<file path="src/rtl/trigger_capture_ctrl_pkg.sv">
`default_nettype none
// ============================================================================
//  Module      : trigger_capture_ctrl_pkg
//  Description : Shared definitions for the trigger/capture controller:
//                FSM state encoding, scope mode codes, geometry defaults.
//  Revision    : 1.0 - initial release
// ============================================================================
package trigger_capture_ctrl_pkg;

    // State encoding also drives the board LEDs, so the values are fixed.
    typedef enum logic [2:0] {
        ST_IDLE = 3'd0,
        ST_PRE  = 3'd1,
        ST_WAIT = 3'd2,
        ST_POST = 3'd3,
        ST_HOLD = 3'd4
    } state_t;

    // Mode codes; code 3 is decoded as normal.
    localparam logic [1:0] c_MODE_AUTO   = 2'd0;
    localparam logic [1:0] c_MODE_NORMAL = 2'd1;
    localparam logic [1:0] c_MODE_SINGLE = 2'd2;

    // Default frame geometry and auto-trigger timeout.
    localparam int c_DEPTH_DEFAULT   = 640;
    localparam int c_PRE_DEFAULT     = 320;
    localparam int c_AUTO_TO_DEFAULT = 4096;

    // Datapath widths.
    localparam int c_ADDR_W   = 10;
    localparam int c_SAMPLE_W = 12;

endpackage
`default_nettype wire

</file>
<file path="src/rtl/trigger_capture_ctrl_trig_detect.sv">
`default_nettype none
// ============================================================================
//  Module      : trig_detect
//  Description : Holds the previous accepted sample and compares it with the
//                current one against the trigger level for the chosen slope.
//  Revision    : 1.0 - initial release
//
//  Ports
//    CLOCK_50  in   1   clock
//    RESET_N   in   1   asynchronous active-low reset
//    clear     in   1   forget the previous sample (next sample cannot trigger)
//    update    in   1   store sample as the new previous sample
//    sample    in   12  current sample
//    level     in   12  trigger threshold
//    slope     in   1   0 = rising, 1 = falling
//    trig      out  1   current sample crosses the level (combinational)
// ============================================================================
module trig_detect
    import trigger_capture_ctrl_pkg::*;
(
    input  logic                  CLOCK_50,
    input  logic                  RESET_N,
    input  logic                  clear,
    input  logic                  update,
    input  logic [c_SAMPLE_W-1:0] sample,
    input  logic [c_SAMPLE_W-1:0] level,
    input  logic                  slope,
    output logic                  trig
);

    logic [c_SAMPLE_W-1:0] r_prev;
    logic                  r_prev_valid;
    logic                  w_rise;
    logic                  w_fall;

    always_ff @(posedge CLOCK_50 or negedge RESET_N) begin
        if (!RESET_N) begin
            r_prev       <= '0;
            r_prev_valid <= 1'b0;
        end else if (clear) begin
            r_prev_valid <= 1'b0;
        end else if (update) begin
            r_prev       <= sample;
            r_prev_valid <= 1'b1;
        end
    end

    assign w_rise = (r_prev < level) && (sample >= level);
    assign w_fall = (r_prev > level) && (sample <= level);
    assign trig   = r_prev_valid && (slope ? w_fall : w_rise);

endmodule
`default_nettype wire

</file>
<file path="src/rtl/trigger_capture_ctrl.sv">
`default_nettype none
// ============================================================================
//  Module      : trigger_capture_ctrl
//  Description : Oscilloscope capture controller. Decimates the ADC stream,
//                writes it into a circular sample RAM, detects the trigger,
//                and holds a frame of DEPTH words with PRE pre-trigger samples
//                for the display.
//  Revision    : 1.0 - initial release
//
//  Ports
//    CLOCK_50     in   1   clock
//    RESET_N      in   1   asynchronous active-low reset
//    sample_in    in   12  ADC code
//    sample_valid in   1   new conversion strobe
//    trig_level   in   12  trigger threshold
//    trig_slope   in   1   0 = rising, 1 = falling
//    mode         in   2   0 auto, 1 normal, 2 single, 3 normal
//    decim        in   3   keep one of every 2^decim samples
//    arm          in   1   restart capture
//    frame_ack    in   1   display finished reading the held frame
//    wr_en/wr_addr/wr_data  out  RAM port-A write
//    frame_base   out  10  address of oldest sample of held frame
//    frame_ready  out  1   a complete frame is held
//    auto_fired   out  1   held frame was closed by the auto timeout
//    state        out  3   FSM state for the LEDs
// ============================================================================
module trigger_capture_ctrl
    import trigger_capture_ctrl_pkg::*;
#(
    parameter int DEPTH   = c_DEPTH_DEFAULT,
    parameter int PRE     = c_PRE_DEFAULT,
    parameter int AUTO_TO = c_AUTO_TO_DEFAULT
) (
    input  logic                  CLOCK_50,
    input  logic                  RESET_N,
    input  logic [c_SAMPLE_W-1:0] sample_in,
    input  logic                  sample_valid,
    input  logic [c_SAMPLE_W-1:0] trig_level,
    input  logic                  trig_slope,
    input  logic [1:0]            mode,
    input  logic [2:0]            decim,
    input  logic                  arm,
    input  logic                  frame_ack,
    output logic                  wr_en,
    output logic [c_ADDR_W-1:0]   wr_addr,
    output logic [c_SAMPLE_W-1:0] wr_data,
    output logic [c_ADDR_W-1:0]   frame_base,
    output logic                  frame_ready,
    output logic                  auto_fired,
    output logic [2:0]            state
);

    localparam int c_AW     = c_ADDR_W;
    localparam int c_POST_N = DEPTH - PRE - 1;
    localparam int c_ACW    = $clog2(AUTO_TO + 1);

    localparam logic [c_AW-1:0]  c_PTR_LAST  = c_AW'(DEPTH - 1);
    localparam logic [c_AW-1:0]  c_PRE_LAST  = c_AW'(PRE - 1);
    localparam logic [c_AW-1:0]  c_POST_LAST = c_AW'(c_POST_N - 1);
    localparam logic [c_AW-1:0]  c_PRE_OFS   = c_AW'(PRE);
    localparam logic [c_AW-1:0]  c_WRAP_OFS  = c_AW'(DEPTH - PRE);
    localparam logic [c_ACW-1:0] c_AUTO_MAX  = c_ACW'(AUTO_TO);

    state_t                r_state;
    logic [6:0]            r_dec_cnt;
    logic [c_AW-1:0]       r_wr_ptr;
    logic [c_AW-1:0]       r_pre_cnt;
    logic [c_AW-1:0]       r_post_cnt;
    logic [c_ACW-1:0]      r_auto_cnt;
    logic                  r_wr_en;
    logic [c_AW-1:0]       r_wr_addr;
    logic [c_SAMPLE_W-1:0] r_wr_data;
    logic [c_AW-1:0]       r_frame_base;
    logic                  r_frame_ready;
    logic                  r_auto_fired;

    logic [6:0]            w_dec_lim;
    logic                  w_accept;
    logic                  w_capturing;
    logic                  w_write;
    logic                  w_is_auto;
    logic                  w_is_single;
    logic                  w_leave_hold;
    logic                  w_trig;
    logic                  w_trig_clear;
    logic                  w_force;
    logic [c_AW-1:0]       w_ptr_next;
    logic [c_AW-1:0]       w_base;

    // ------------------------------------------------------------------
    // Decode
    // ------------------------------------------------------------------
    assign w_is_auto    = (mode == c_MODE_AUTO);
    assign w_is_single  = (mode == c_MODE_SINGLE);
    assign w_dec_lim    = 7'((8'd1 << decim) - 8'd1);
    assign w_accept     = sample_valid && (r_dec_cnt == 7'd0);
    assign w_capturing  = (r_state == ST_PRE) || (r_state == ST_WAIT) || (r_state == ST_POST);
    assign w_write      = w_capturing && w_accept && !arm;
    assign w_leave_hold = (r_state == ST_HOLD) && frame_ack && !w_is_single;
    assign w_trig_clear = arm || (r_state == ST_IDLE);
    assign w_force      = w_is_auto && (r_auto_cnt == c_AUTO_MAX);
    assign w_ptr_next   = (r_wr_ptr == c_PTR_LAST) ? '0 : r_wr_ptr + c_AW'(1);
    // Oldest sample of the frame sits PRE words behind the trigger sample.
    assign w_base       = (r_wr_ptr >= c_PRE_OFS) ? (r_wr_ptr - c_PRE_OFS)
                                                  : (r_wr_ptr + c_WRAP_OFS);

    trig_detect u_trig_detect (
        .CLOCK_50 (CLOCK_50),
        .RESET_N  (RESET_N),
        .clear    (w_trig_clear),
        .update   (w_write),
        .sample   (sample_in),
        .level    (trig_level),
        .slope    (trig_slope),
        .trig     (w_trig)
    );

    // ------------------------------------------------------------------
    // Decimation counter: runs in every state, restarts with each frame
    // so the first valid sample of a capture is always kept.
    // ------------------------------------------------------------------
    always_ff @(posedge CLOCK_50 or negedge RESET_N) begin
        if (!RESET_N) begin
            r_dec_cnt <= '0;
        end else if (arm || w_leave_hold) begin
            r_dec_cnt <= '0;
        end else if (sample_valid) begin
            r_dec_cnt <= (r_dec_cnt >= w_dec_lim) ? 7'd0 : r_dec_cnt + 7'd1;
        end
    end

    // ------------------------------------------------------------------
    // Capture FSM, write port and frame registers
    // ------------------------------------------------------------------
    always_ff @(posedge CLOCK_50 or negedge RESET_N) begin
        if (!RESET_N) begin
            r_state       <= ST_IDLE;
            r_wr_ptr      <= '0;
            r_pre_cnt     <= '0;
            r_post_cnt    <= '0;
            r_auto_cnt    <= '0;
            r_wr_en       <= 1'b0;
            r_wr_addr     <= '0;
            r_wr_data     <= '0;
            r_frame_base  <= '0;
            r_frame_ready <= 1'b0;
            r_auto_fired  <= 1'b0;
        end else begin
            r_wr_en <= 1'b0;

            if (w_write) begin
                r_wr_en   <= 1'b1;
                r_wr_addr <= r_wr_ptr;
                r_wr_data <= sample_in;
                r_wr_ptr  <= w_ptr_next;
            end

            if (arm) begin
                // Arm behaves like IDLE from any state and wins over
                // a simultaneous trigger or frame_ack.
                r_state       <= ST_PRE;
                r_pre_cnt     <= '0;
                r_post_cnt    <= '0;
                r_auto_cnt    <= '0;
                r_frame_ready <= 1'b0;
            end else begin
                case (r_state)
                    ST_IDLE: begin
                        r_state       <= ST_PRE;
                        r_pre_cnt     <= '0;
                        r_frame_ready <= 1'b0;
                    end

                    ST_PRE: begin
                        if (w_accept) begin
                            if (r_pre_cnt == c_PRE_LAST) begin
                                r_state    <= ST_WAIT;
                                r_auto_cnt <= '0;
                            end else begin
                                r_pre_cnt <= r_pre_cnt + c_AW'(1);
                            end
                        end
                    end

                    ST_WAIT: begin
                        if (w_accept) begin
                            if (w_trig || w_force) begin
                                r_frame_base <= w_base;
                                r_auto_fired <= !w_trig;
                                r_post_cnt   <= '0;
                                if (c_POST_N == 0) begin
                                    r_state       <= ST_HOLD;
                                    r_frame_ready <= 1'b1;
                                end else begin
                                    r_state <= ST_POST;
                                end
                            end else if (r_auto_cnt != c_AUTO_MAX) begin
                                r_auto_cnt <= r_auto_cnt + c_ACW'(1);
                            end
                        end
                    end

                    ST_POST: begin
                        if (w_accept) begin
                            if (r_post_cnt == c_POST_LAST) begin
                                r_state       <= ST_HOLD;
                                r_frame_ready <= 1'b1;
                            end else begin
                                r_post_cnt <= r_post_cnt + c_AW'(1);
                            end
                        end
                    end

                    ST_HOLD: begin
                        if (w_leave_hold) begin
                            r_state       <= ST_PRE;
                            r_pre_cnt     <= '0;
                            r_frame_ready <= 1'b0;
                        end
                    end

                    default: begin
                        r_state <= ST_IDLE;
                    end
                endcase
            end
        end
    end

    assign wr_en       = r_wr_en;
    assign wr_addr     = r_wr_addr;
    assign wr_data     = r_wr_data;
    assign frame_base  = r_frame_base;
    assign frame_ready = r_frame_ready;
    assign auto_fired  = r_auto_fired;
    assign state       = r_state;

endmodule
`default_nettype wire

</file>
<file path="config.mk">
export PLATFORM = sky130hd
export DESIGN_NAME = trigger_capture_ctrl
export DESIGN_NICKNAME = d
export VERILOG_FILES = /design/src/rtl/trigger_capture_ctrl_pkg.sv /design/src/rtl/trigger_capture_ctrl_trig_detect.sv /design/src/rtl/trigger_capture_ctrl.sv
export SDC_FILE = /design/constraint.sdc
export NUM_CORES = 1
export LEC_CHECK = 0
export ABC_AREA = 1
export BUFFER_PORTS_ARGS = -buffer_cell sky130_fd_sc_hd__buf_2
export CORE_MARGIN = 2
export CORE_UTILIZATION = 43
export DETAILED_ROUTE_END_ITERATION = 12
export PLACE_DENSITY = 0.73
export SETUP_SLACK_MARGIN = 0.2
export SYNTH_ARGS = -nofsm -noshare
export SYNTH_HDL_FRONTEND = slang
export SYNTH_HIERARCHICAL = 1
export SYNTH_SLANG_ARGS = --single-unit
export TNS_END_PERCENT = 50
</file>
<file path="constraint.sdc">
create_clock -name CLOCK_50 -period 3.76 [get_ports CLOCK_50]
set_clock_uncertainty 0.2 [all_clocks]
set_input_delay 0.752 -clock CLOCK_50 [delete_from_list [all_inputs] [get_ports CLOCK_50]]
set_output_delay 0.752 -clock CLOCK_50 [all_outputs]
set_load 0.02 [all_outputs]
</file>
======== After elaboration in Yosys (flattened, before gate mapping) ========
Index checks and enable logic that the tools add are counted.
word-level totals
  register bits after elaboration ......... 101
  memories kept ........................... 0
  output and inout port bits .............. 38
  bits in writable memories ............... 0
  input bits .............................. 35
  latch bits .............................. 0
  bits in read-only memories .............. 0
cells by class
  multiply operators ...................... 0
  order comparisons ....................... 6
  divide/modulo/power cells ............... 0
  add/subtract/negate cells ............... 8
  equal/unequal tests ..................... 21
  reduce and logical (&&, ||, !) cells .... 33
  bitwise logic cells ..................... 2
  shifts and indexed selects .............. 1
  mux-type cells .......................... 41
operators by type and width
  operator                                                                 number
  10-bit two-way mux                                                       11
  13-bit two-way mux                                                       6
  10-bit by 1-bit adder with 10-bit output, second input constant          3
  10-bit case mux with 3 select lines                                      1
  13-bit case mux with 2 select lines                                      1
  3-bit two-way mux                                                        8
  7-bit two-way mux                                                        3
  3-bit inequality test, second input constant                             7
  10-bit by 9-bit == test with 1-bit output, second input constant         2
  10-bit case mux with 2 select lines                                      1
  3-bit case mux with 5 select lines                                       1
  13-bit by 1-bit adder with 13-bit output, second input constant          1
  13-bit == test, second input constant                                    1
  13-bit inequality test, second input constant                            1
  12-bit >= comparator                                                     1
  12-bit greater-than comparator                                           1
  12-bit <= comparator                                                     1
  12-bit less-than comparator                                              1
  3-bit by 2-bit inequality test with 1-bit output, second input constant  4
  4-bit AND reduction                                                      3
  10-bit by 9-bit adder with 10-bit output, second input constant          1
  10-bit == test, second input constant                                    1
  10-bit by 9-bit >= comparator with 1-bit output, second input constant   1
  10-bit by 9-bit subtractor with 10-bit output, second input constant     1
  24 further kinds                                                         50

======== Longest topological paths before layout ========
  word-level depth ........................ 9
  mapped depth ............................ 20
  depth with buffers taken out ............ 19

======== By module ========
The synthesis kept the hierarchy.
modules (own cells, without submodules)
  module                area each (um2)  sequential area each (um2)  times used  cells an instance
  trigger_capture_ctrl  5397.7           2202.1                      1           740
  trig_detect           1213.7           325.3                       1           149

======== Worst setup path before layout ========
Ideal clock, no wire load.
  path kind ............................... in2reg
  start ................................... input decim[2]
  end ..................................... register r_dec_cnt[1]
  required time ........................... 3.495 ns
  slack ................................... 1.083 ns
  library setup time ...................... 0.065 ns
  cell stages on the path ................. 12
  arrival time ............................ 2.412 ns
  path through ............................ inv_1 -> nand3_1 -> ha_1 -> nor3_1 -> o22ai_1 -> ha_1 -> a21oi_1 -> o21a_1 -> nand3_1 -> nor2_1 -> nand3_1 -> nand2_1
on the way
  cells in the longest elaborated chain, start to end .. 6
ends and longest elaborated chain
  item                                         line                         source
  start, declared                              trigger_capture_ctrl.sv:41   input logic [2:0] decim,
  1-bit by 3-bit << shifter with 7-bit output  trigger_capture_ctrl.sv:95   assign w_dec_lim = 7'((8'd1 << decim) - 8'd1);
  7-bit by 1-bit subtractor with 7-bit output  trigger_capture_ctrl.sv:95
  7-bit >= comparator                          trigger_capture_ctrl.sv:128  r_dec_cnt <= (r_dec_cnt >= w_dec_lim) ? 7'd0 : r_dec_cnt + 7'd1;
  7-bit two-way mux                            trigger_capture_ctrl.sv:128
  7-bit two-way mux                            trigger_capture_ctrl.sv:127  end else if (sample_valid) begin
  7-bit two-way mux                            trigger_capture_ctrl.sv:125  end else if (arm || w_leave_hold) begin
  end signal, assigned                         trigger_capture_ctrl.sv:128
  end, declared                                trigger_capture_ctrl.sv:65   logic [6:0] r_dec_cnt;
No other way between the ends. The select of a mux whose other input is x is not followed.
A chain may end at the register's enable or synchronous reset.

======== Worst setup path in the final report ========
  start ................................... register r_dec_cnt[0]
  end ..................................... register u_trig_detect.r_prev[4]
on the way
  cells in the longest elaborated chain, start to end .. 5
ends and longest elaborated chain
  item                                  line                                    source
  7-bit logical NOT                     trigger_capture_ctrl.sv:96              assign w_accept = sample_valid && (r_dec_cnt == 7'd0);
  1-bit logical AND                     trigger_capture_ctrl.sv:96
  1-bit logical AND (2 in a row)        trigger_capture_ctrl.sv:98              assign w_write = w_capturing && w_accept && !arm;
  2-bit AND reduction (no source line)  n/a
  end signal, assigned                  trigger_capture_ctrl_trig_detect.sv:43  r_prev <= sample;
  end, declared                         trigger_capture_ctrl_trig_detect.sv:31  logic [c_SAMPLE_W-1:0] r_prev;
No other way between the ends.

==> impl_metrics.tcl <==
set metrics [dict create \
    rsz0062_at_grt "false" \
    viasPerCell 5.10 \
    synth_xor_xnor_area_share_pct 1.72 \
    firstDrtPassIters 5 \
    powerDensity_nw_per_um2 496 \
    crit_type "flop to flop" \
    worst-endpoint-arrival_ps 2950 \
    syn_to_final_growth_pct 12.0 \
    seqPwrFrac_pct 40.2 \
    ys_top_cells_by_count "nand2_1 (274), inv_1 (105), dfrtp_1 (101), nor2_1 (86), nand3_1 (63)" \
    grt_max_degree 61 \
    tns_ps 0 \
    syn-cell-area_um2 6610 \
    cpPeakStageDelay_ps 590 \
    synth_fa_ha_area_share_pct 8.33 \
    crit_fanout 31 \
    synth.avg_cell_area_um2 7.44 \
    drt-total-wl_um 14600 \
    synth_top_cell_area_share_pct 38.2 \
    die_area_um2 16400 \
    die_y_um 128 \
    power.switching_w 0.00146 \
    status "complete, no violations" \
    ys_ff_latch 101 \
    final_area_um2 7410 \
    cts.repair.resized 0 \
    leakage_nw 3.93 \
    finalMaxSlewViolations 0 \
    final_nets 1038 \
    synth_fp_nets 968 \
    crit_buf_inv 4 \
    use_met2_pct 31.4 \
    synth_edf_count 0 \
    cts.root.buffer_cell "clkbuf_16" \
    max-vdd-ir-drop_mv 0.280 \
    routed-via-count 5871 \
    start_kind "flop" \
    ys_seq_area_share_pct 38.2 \
    cts_buffer_depth 2 \
    row_count 45 \
    antenna_found_initial 0 \
    diodes 0 \
    crit_top_cell "inv_1" \
    gp_congestion 0.858 \
    dpl_cell_area_um2 7120 \
    synth_largest_area_cell "dfrtp_1" \
    netlist_instances 889 \
    synth_cell_types 41 \
    sw_frac_of_total_pct 39.7 \
    drt_iter0_drc 404 \
    p_clk_share_pct 25.1 \
    synthFlopType "dfrtp_1" \
    hold_viol 0 \
    cp_slowest_cell "or2_1" \
    routedWlPerCell_um 12.7 \
    finalPower_w 0.00368 \
    required_ps 3800 \
    crit_family "simple AND/OR/NAND/NOR gates" \
    clock.fmax_mhz 344 \
    drive_gt1_share_pct 13.8 \
    synthMuxAreaShare_pct 2.33 \
    synth-compound-area-share_pct 7.68 \
    fin_crit_ps 2910 \
    p_int_w 0.00222 \
    synth_top_family_by_area "simple AND/OR/NAND/NOR gates" \
    cts_sinks 101 \
    hold_class "input pin to async pin" \
    synth-async-reset-ratio_pct 100 \
    crit_chain "inv_1, ha_1, nand3_1, nor2_1, nand2_1, buf_4, inv_1, inv_1, or2_1, mux2_2" \
    start_util_pct 43.8 \
    grt_use_met1_pct 26.3 \
    synth_most_common_cell "nand2_1" \
    coreArea_um2 15100 \
    cts_max_level 3 \
    combPwrFrac_pct 34.7 \
    synthSimpleGateAreaFrac_pct 33.3 \
    gr-total-overflow 0 \
    portBuffers 72 \
    fp.dieW_um 128 \
    place_hpwl_um 10800 \
    grtUsageTotal_pct 19.2 \
    drv_cap 0 \
    use_met3_pct 4.34 \
    path_clk_slew_ps 80 \
    yosysWarnings 6 \
    drc 0 \
    worstSkewPairLatency_ps 360 \
    finish.utilization_pct 49.1 \
    end_kind "flop" \
    postRouteAntennaNets 0 \
    first_global_vias 5517 \
    fin_crit_sh_pct 77.4 \
    worst_pin_slew_ps 749 \
    ios 73 \
    numCtsBuffers 9 \
    hold_buffers 0 \
    finalSetupViolCount 0 \
    cts_tree "done" \
    grt_pass1_wl_um 25900 \
    cts_setup_buffers 0 \
    relSlewSlack_pct 50.1 \
    grt-busiest-layer "met2" \
    synth_area_leaders "dfrtp_1 (38%), nand2_1 (16%), ha_1 (8.3%)" \
]
registers in the layout, summed over array words and instances, names as in the netlist:
name	flops
r_pre_cnt	10
frame_ready	1
wr_data	12
frame_base	10
u_trig_detect/r_prev_valid	1
wr_addr	10
r_auto_cnt	13
r_wr_ptr	10
auto_fired	1
state	3
r_post_cnt	10
r_dec_cnt	7
u_trig_detect/r_prev	12
wr_en	1
final timing paths:
path | endpoint | slack, ps | depth (start not counted) | start
worst max-delay path | u_trig_detect/r_prev[4] | 850 | 10 | r_dec_cnt[0]
worst min-delay path | u_trig_detect/r_prev[8] | 170 | 1 | RESET_N
max in group asynchronous | r_post_cnt[5] | 2460 | 2 | RESET_N
worst min register to register | wr_data[10] | 270 | 2 | wr_data[10]
min in group CLOCK_50 | wr_data[10] | 270 | 2 | wr_data[10]
worst max register to register | u_trig_detect/r_prev[4] | 850 | 10 | r_dec_cnt[0]
cell families after synthesis:
group | after synthesis
simple gates | 499
xor+xnor | 13
fa+ha+maj | 44
buf+inv | 129
compound gates | 92
mux | 11
flops | 101
layout make-up:
cell class	count	area, um2
multi-input combinational	659	3520
fill	1471	7680
tap	188	235
timing repair buffer	77	413
clock inverter	7	63.8
clock buffer	9	225
sequential	101	2530
inverter	111	417
power groups by stage:
stage               combinational (W)  sequential (W)  clock [W]
finish                        0.00128         0.00148   0.000921
CTS                           0.00128         0.00148   0.000950
floorplan                    0.000801         0.00161          0
global route                  0.00145         0.00151   0.000999
global placement              0.00124         0.00149          0
detailed placement            0.00127         0.00149          0
cells in the final DEF, fill, tap and decap left out, drive strengths merged, types with 2 or more instances in the layout:
master	synthesis	layout
or2	3	3
xor2	11	11
a21oi	26	26
nand3b	2	2
and3	2	2
o21a	2	2
ha	44	44
dfrtp	101	101
xnor2	2	2
nand4	39	39
a21o	2	2
mux2	11	11
o21ai	57	57
nand3	67	67
nor3b	3	3
clkbuf	3	9
nor3	13	13
nand2	278	278
inv	110	114
o21bai	3	3
buf	15	77
clkinv	1	3
nor2	91	91
through the flow:
stage,hold WS (ps),setup slack [ps],instances
floorplan,253,1080,889
global placement,258,744,1136
detailed placement,260,682,1136
CTS,198,861,1152
global route,222,626,1152
finish,169,851,1152
layer usage:
metal	vias to the layer above	wire length, um
met1	2698	7070
met3	13	733
met4	0	129
met2	129	6710
li1	3031	-
met5	-	0
Power figures use the tool's default switching activity.
